<file path="config.mk">
export PLATFORM = sky130hd
export DESIGN_NAME = sd_block_streamer
export DESIGN_NICKNAME = d
export VERILOG_FILES = /design/src/rtl/sd_stream_pkg.sv /design/src/rtl/sd_block_buf.sv /design/src/rtl/sd_block_streamer.sv
export SDC_FILE = /design/constraint.sdc
export NUM_CORES = 2
export LEC_CHECK = 0
export ABC_AREA = 0
export ABC_CLOCK_PERIOD_IN_PS = 3210
export CELL_PAD_IN_SITES_DETAIL_PLACEMENT = 1
export CELL_PAD_IN_SITES_GLOBAL_PLACEMENT = 2
export CORE_MARGIN = 2
export CORE_UTILIZATION = 43
export CTS_BUF_LIST = sky130_fd_sc_hd__clkbuf_8 sky130_fd_sc_hd__clkbuf_16
export CTS_CLUSTER_DIAMETER = 30
export DETAILED_ROUTE_END_ITERATION = 8
export HOLD_SLACK_MARGIN = 0.06
export PLACE_DENSITY_LB_ADDON = 0.25
export SLEW_MARGIN = 10
export SYNTH_ARGS = -nofsm -noshare
export SYNTH_HDL_FRONTEND = slang
export SYNTH_SLANG_ARGS = --single-unit
</file>
<file path="constraint.sdc">
create_clock -name clk -period 3.21 [get_ports clk]
set_input_delay 0.642 -clock clk [delete_from_list [all_inputs] [get_ports clk]]
set_output_delay 0.642 -clock clk [all_outputs]
set_load 0.03 [all_outputs]
</file>
<file path="src/rtl/sd_stream_pkg.sv">
// Shared types and sector geometry for the SD block streamer.
package sd_stream_pkg;

  localparam int unsigned BLOCK_BYTES = 512;
  localparam int unsigned BLOCK_AW    = 9;
  localparam int unsigned CNT_W       = BLOCK_AW + 1;

  typedef enum logic [2:0] {
    StIdle,
    StReq,
    StFill,
    StDrain,
    StNext,
    StDone
  } state_e;

endpackage

</file>
<file path="src/rtl/sd_block_buf.sv">
// 512x8 single-port sector buffer with a registered (1-cycle) read.
module sd_block_buf
  import sd_stream_pkg::*;
(
  input  logic                clk,
  input  logic                reset_n,
  input  logic                we,
  input  logic                re,
  input  logic [BLOCK_AW-1:0] addr,
  input  logic [7:0]          wdata,
  output logic [7:0]          rdata
);

  logic [7:0] mem [BLOCK_BYTES];
  logic [7:0] rdata_q;

  always_ff @(posedge clk) begin
    if (we) begin
      mem[addr] <= wdata;
    end
  end

  // Read register only updates on re, so it holds the presented byte under backpressure.
  always_ff @(posedge clk) begin
    if (!reset_n) begin
      rdata_q <= 8'h00;
    end else if (re) begin
      rdata_q <= mem[addr];
    end
  end

  assign rdata = rdata_q;

endmodule

</file>
<file path="src/rtl/sd_block_streamer.sv">
// Walks consecutive SD blocks, buffers each sector and replays it as a valid/ready byte stream.
module sd_block_streamer
  import sd_stream_pkg::*;
#(
  parameter logic [31:0] START_BLOCK = 32'h2000,
  parameter int unsigned MAX_BLOCKS  = 1024
) (
  input  logic        clk,
  input  logic        reset_n,
  input  logic        start,
  input  logic        stop,
  input  logic        init_finished,
  output logic        rd_req,
  output logic [31:0] rd_addr,
  input  logic [7:0]  sd_dout,
  input  logic        sd_valid,
  output logic [7:0]  byte_out,
  output logic        byte_valid,
  input  logic        byte_ready,
  output logic [31:0] blk_count,
  output logic        busy,
  output logic        done,
  output logic        err
);

  state_e state_q, state_d;

  logic [31:0]      rd_addr_q, rd_addr_d;
  logic [31:0]      blk_count_q, blk_count_d;
  logic             err_q, err_d;
  logic             stop_pend_q, stop_pend_d;
  logic             drain_stop_q, drain_stop_d;
  logic [CNT_W-1:0] wr_cnt_q, wr_cnt_d;
  logic [CNT_W-1:0] rd_cnt_q, rd_cnt_d;
  logic             byte_valid_q, byte_valid_d;

  logic                start_ok;
  logic                in_fill;
  logic                in_drain;
  logic                fire;
  logic                rd_all_issued;
  logic                last_fire;
  logic                abort;
  logic                finish;
  logic                ram_we;
  logic                ram_re;
  logic [BLOCK_AW-1:0] ram_addr;
  logic [7:0]          ram_rdata;

  assign start_ok      = start && init_finished;
  assign in_fill       = (state_q == StFill);
  assign in_drain      = (state_q == StDrain);
  assign fire          = byte_valid_q && byte_ready;
  assign rd_all_issued = (rd_cnt_q == CNT_W'(BLOCK_BYTES));
  assign last_fire     = in_drain && fire && rd_all_issued;
  // Only a stop raised during DRAIN aborts it; a stop seen in FILL lets the sector stream out.
  assign abort         = in_drain && !last_fire && (drain_stop_q || stop)
                         && (fire || !byte_valid_q);
  assign finish        = (blk_count_q == 32'(MAX_BLOCKS)) || stop_pend_q || stop;
  // Prefetch the next address whenever the output slot is empty or being consumed.
  assign ram_re        = in_drain && !rd_all_issued && !abort && (!byte_valid_q || byte_ready);
  assign ram_we        = in_fill && sd_valid;
  assign ram_addr      = in_fill ? wr_cnt_q[BLOCK_AW-1:0] : rd_cnt_q[BLOCK_AW-1:0];

  sd_block_buf u_buf (
    .clk     (clk),
    .reset_n (reset_n),
    .we      (ram_we),
    .re      (ram_re),
    .addr    (ram_addr),
    .wdata   (sd_dout),
    .rdata   (ram_rdata)
  );

  always_ff @(posedge clk) begin
    if (!reset_n) begin
      state_q <= StIdle;
    end else begin
      state_q <= state_d;
    end
  end

  always_comb begin
    state_d = state_q;
    unique case (state_q)
      StIdle, StDone: if (start_ok) state_d = StReq;
      StReq:          state_d = StFill;
      StFill:         if (sd_valid && wr_cnt_q == CNT_W'(BLOCK_BYTES - 1)) state_d = StDrain;
      StDrain: begin
        if (last_fire) begin
          state_d = StNext;
        end else if (abort) begin
          state_d = StDone;
        end
      end
      StNext:         state_d = finish ? StDone : StReq;
      default:        state_d = StIdle;
    endcase
  end

  always_comb begin
    rd_addr_d    = rd_addr_q;
    blk_count_d  = blk_count_q;
    err_d        = err_q;
    stop_pend_d  = stop_pend_q;
    drain_stop_d = drain_stop_q;
    wr_cnt_d     = wr_cnt_q;
    rd_cnt_d     = rd_cnt_q;
    byte_valid_d = byte_valid_q;

    if ((state_q == StIdle || state_q == StDone) && start_ok) begin
      rd_addr_d    = START_BLOCK;
      blk_count_d  = 32'd0;
      err_d        = 1'b0;
      stop_pend_d  = 1'b0;
      drain_stop_d = 1'b0;
    end

    if (busy && stop) stop_pend_d = 1'b1;
    if (in_drain && stop) drain_stop_d = 1'b1;

    if (state_q == StReq) begin
      wr_cnt_d     = '0;
      rd_cnt_d     = '0;
      byte_valid_d = 1'b0;
    end

    if (ram_we) wr_cnt_d = wr_cnt_q + 1'b1;

    if (in_drain) begin
      if (ram_re) begin
        rd_cnt_d     = rd_cnt_q + 1'b1;
        byte_valid_d = 1'b1;
      end else if (fire || abort) begin
        byte_valid_d = 1'b0;
      end
      if (last_fire) blk_count_d = blk_count_q + 32'd1;
    end

    if (state_q == StNext && !finish) rd_addr_d = rd_addr_q + 32'd1;

    // Stray controller data is dropped; it only flags the error.
    if (sd_valid && !in_fill) err_d = 1'b1;
  end

  always_ff @(posedge clk) begin
    if (!reset_n) begin
      rd_addr_q    <= START_BLOCK;
      blk_count_q  <= 32'd0;
      err_q        <= 1'b0;
      stop_pend_q  <= 1'b0;
      drain_stop_q <= 1'b0;
      wr_cnt_q     <= '0;
      rd_cnt_q     <= '0;
      byte_valid_q <= 1'b0;
    end else begin
      rd_addr_q    <= rd_addr_d;
      blk_count_q  <= blk_count_d;
      err_q        <= err_d;
      stop_pend_q  <= stop_pend_d;
      drain_stop_q <= drain_stop_d;
      wr_cnt_q     <= wr_cnt_d;
      rd_cnt_q     <= rd_cnt_d;
      byte_valid_q <= byte_valid_d;
    end
  end

  always_comb begin
    rd_req     = (state_q == StReq);
    busy       = (state_q != StIdle) && (state_q != StDone);
    done       = (state_q == StDone);
    rd_addr    = rd_addr_q;
    blk_count  = blk_count_q;
    err        = err_q;
    byte_valid = byte_valid_q;
    byte_out   = ram_rdata;
  end

endmodule

</file>
==> impl_metrics.ini <==
[sta]
min_period_ns = 4.247
whs_ns = 0.09369
slew_headroom = 0.3335
hold_violations = 0
rsz0062_at_grt = true
period_share = 1.323
fin_skew_ns = 0.09520
fmax_mhz = 235.5
drv_slew = 0
fin_ws_ns = -1.037
setup_viol = 3528
worst-slew-pin-transition_ns = 0.9997

[synth]
yosys.area_share.simple = 0.06936
avgSynthCellArea_um2 = 15.51
synth_compound_area_frac = 0.06500
synth_mux_area_frac = 0.08095
ys.flop_type = edfxtp_1
yosys_warnings = 0
synth-edff-count = 4096
synth-async-reset-ratio = 0
synth_fa_ha_area_frac = 0.0004585
netlist_instances = 10554
ys_seq_area_frac = 0.7633
ys_seq_elements = 4195
syn_area_mm2 = 0.1637
synth_xor_xnor_area_share = 0.001284
synthesis.nets = 10575
yosysUniqueCellTypes = 76
synth_top_family_by_area = multiplexers

[routing]
vias = 116119
drt_iter0_markers = 14948
vias_per_cell = 6.133
wirelength_um = 666800
wl_per_cell_um = 35.21
drtPass1Iterations = 6
postRouteAntennaNets = 0
drcViolationCount = 0

[floorplanning]
io_pins = 92
die_x_um = 621.1
rows = 226
start_util = 0.4321
chipHeight_um = 621.1
coreArea_mm2 = 0.3789
die_area_mm2 = 0.3858

[setup_path]
critical_path_arrival_ns = 5.24
reg2reg_slack_ns = -1.04
r2r-end = u_buf.rdata[6]$_SDFFE_PN0P_
r2r_start = state_q[2]$_SDFFE_PN0P_
required_ns = 4.20
endpoint_kind = register
startpoint = state_q[2]$_SDFFE_PN0P_
reg2reg_depth = 16
setup.worst_path.start_class = register
worstPathMaxFanout = 20
worstSetupPathType = register to register
endpoint = u_buf.rdata[6]$_SDFFE_PN0P_

[clock_network]
htree_levels = 6
clkTransAtPathRegs_ns = 0.05
cts_buffers = 857
cts.sinks = 4195
cts_root_buf = clkbuf_16
clock_path_buffers = 4
clkLatencyLatePin_ns = 1.15
cts_tree = yes

[final_layout]
n_fill_cell = 34063
multi_input_area_mm2 = 0.04000
fin_area_mm2 = 0.2277
fin_nets = 13160
layout.cells.non_filler = 18934
regArea_mm2 = 0.1250
area_delta_synth_final_pct = 39.08
drive_gt1_frac = 0.3258

[power]
clockPowerShare = 0.583
internal-power_uw = 121800
switching_share = 0.2243
p_per_area_mw_per_mm2 = 689.6
power.leakage_uw = 0.08547
pwr-share-seq = 0.384
switchingPower_uw = 35220
pwr-share-comb = 0.033
peakVddDrop_v = 0.0005999

[place]
port_buffers = 91
dp_slack_ns = -1.919
place_inst = 16980
place_congestion = 0.9152
dp.final_hpwl_um = 410500
placed_cell_area_mm2 = 0.1902

[hold_path]
min_from = reset_n
min-delay-path-class = input port to register

[global_routing]
grt_pass1_wl_um = 907100
grt_max_degree = 146
grt_pass1_vias = 118961
grt_usage = 0.3280
antenna_found_initial = 41
grt.overflow.total = 0

[run]
drv_cap = 0

[outcome]
status = complete, but fails checks
violations = setup timing
-- sequential cells by signal, indices dropped and copies added, names as in the netlist --
name,count
u_buf.mem,4096
blk_count,32
rd_addr,32
rd_cnt_q,10
wr_cnt_q,10
u_buf.rdata,8
state_q,3
byte_valid,1
drain_stop_q,1
err,1
stop_pend_q,1
-- worst max-delay path, stage by stage (launching register included) --
cell	delay (ns)
dfxtp_2	0.33
or3b_4	0.47
buf_12	0.17
buf_4	0.16
mux2_4	0.38
nand2_8	0.17
buf_12	0.27
buf_4	0.22
buf_12	0.13
buf_4	0.11
a21oi_1	0.05
nor4_1	0.46
a31oi_1	0.31
nor4_1	0.40
buf_4	0.17
and4_1	0.18
a31oi_1	0.11
-- synthesized netlist by cell type (all sizes together) (12+ instances only) --
cell     number  area share
o221ai       28      0.0015
mux2i      1274       0.078
dfxtp        99       0.012
a221oi       51      0.0028
nor2        628       0.014
o22ai       620       0.024
or3          17     0.00065
and3         53      0.0020
nand3       320      0.0098
edfxtp     4096        0.75
mux2         44      0.0030
a222oi       19      0.0012
a311oi       30      0.0016
o21a         19     0.00087
nand4        21     0.00080
xor2         14     0.00075
and2         18     0.00069
a21oi       416       0.013
o211ai       12     0.00055
nor2b        14     0.00053
a22o         13     0.00070
a221o        16     0.00098
inv          22     0.00050
nor4        167      0.0064
a32o         17      0.0010
a31oi        59      0.0023
buf         426       0.013
nand2      1314       0.030
a22oi        37      0.0017
clkbuf      260      0.0060
a2111oi      28      0.0015
a21boi       20     0.00092
o21ai       136      0.0042
o41ai        41      0.0022
a41oi        14     0.00075
a32oi        25      0.0013
nor3         44      0.0013
-- per-layer routing --
metal | routed length, µm | track usage | vias up
met4 | 36230 | 0.1558 | 14
met5 | 92 | 0 | -
met2 | 312800 | 0.5255 | 7274
met1 | 253500 | 0.4290 | 60647
met3 | 64170 | 0.06637 | 1549
li1 | - | - | 46635
-- through the flow --
| step | power [µW] | utilization | TNS (ns) |
|---|---|---|---|
| after floorplan | 62870 | - | -273.35 |
| after global placement | 65570 | 0.5019 | -1685.80 |
| after detailed placement | 65690 | 0.5019 | -1747.73 |
| after CTS | 156800 | 0.5891 | -389.29 |
| after global routing | 160000 | 0.6009 | -827.80 |
| final | 157000 | 0.6010 | -724.62 |
-- how the worst min path moves through the flow --
stage / endpoint / cells past startpoint
2_1_floorplan: stop_pend_q$_SDFFE_PN0P_ / 2
3_3_place_gp: stop_pend_q$_SDFFE_PN0P_ / 2
3_5_place_dp: stop_pend_q$_SDFFE_PN0P_ / 2
4_1_cts: rd_addr[13]$_SDFFE_PN1P_ / 2
5_1_grt: rd_addr[13]$_SDFFE_PN1P_ / 2
6_report: rd_addr[13]$_SDFFE_PN1P_ / 2
-- area by class of cell --
type | count | area share
inverters | 22 | 0.0003626
multi-input cells | 5651 | 0.1756
repair buffers | 2412 | 0.1153
clock buffers | 866 | 0.09496
diodes | 29 | 0.0003187
clock inverters | 743 | 0.03701
flip-flops and latches | 4195 | 0.5488
well taps | 5016 | 0.02756
-- timing repair --
item / CTS / global route
setup buffers: 87 / 194
resized for setup: 347 / 420
setup endpoints to repair: 3892 / 4000
pin swaps: 70 / 117
endpoints found under the hold margin: 200 / 0
gates cloned: 6 / 26
hold buffers: 7 / 0
-- power groups by stage --
stage	registers, µW	logic (µW)	clock network [µW]
after floorplan	61300	1600	0
after global placement	61300	4320	0
after detailed placement	61300	4430	0
after CTS	60200	4700	91800
after global routing	60200	5370	94500
final	60200	5240	91600
-- cells by family after synthesis --
family	after synthesis
xor+xnor	24
compound gates	1652
mux	1318
flops	4195
simple gates	2651
fa+ha+maj	6
buf+inv	708
-- cell usage in the layout, fill, tap and decap left out, drive strengths merged, types with 37 or more instances in the layout --
cell,n
o21ai,136
o41ai,41
and3,53
buf,2292
a31oi,59
nor4,167
a221oi,51
nand3,320
mux2i,1274
bufinv,130
clkinvlp,117
a21oi,416
nand2,1314
nor2,628
clkbuf,893
dfxtp,99
nor3,44
edfxtp,4096
mux2,44
clkdlybuf4s50,80
clkinv,331
inv,187
a22oi,37
o22ai,620
Note: power is estimated with default switching activity, not from simulation.
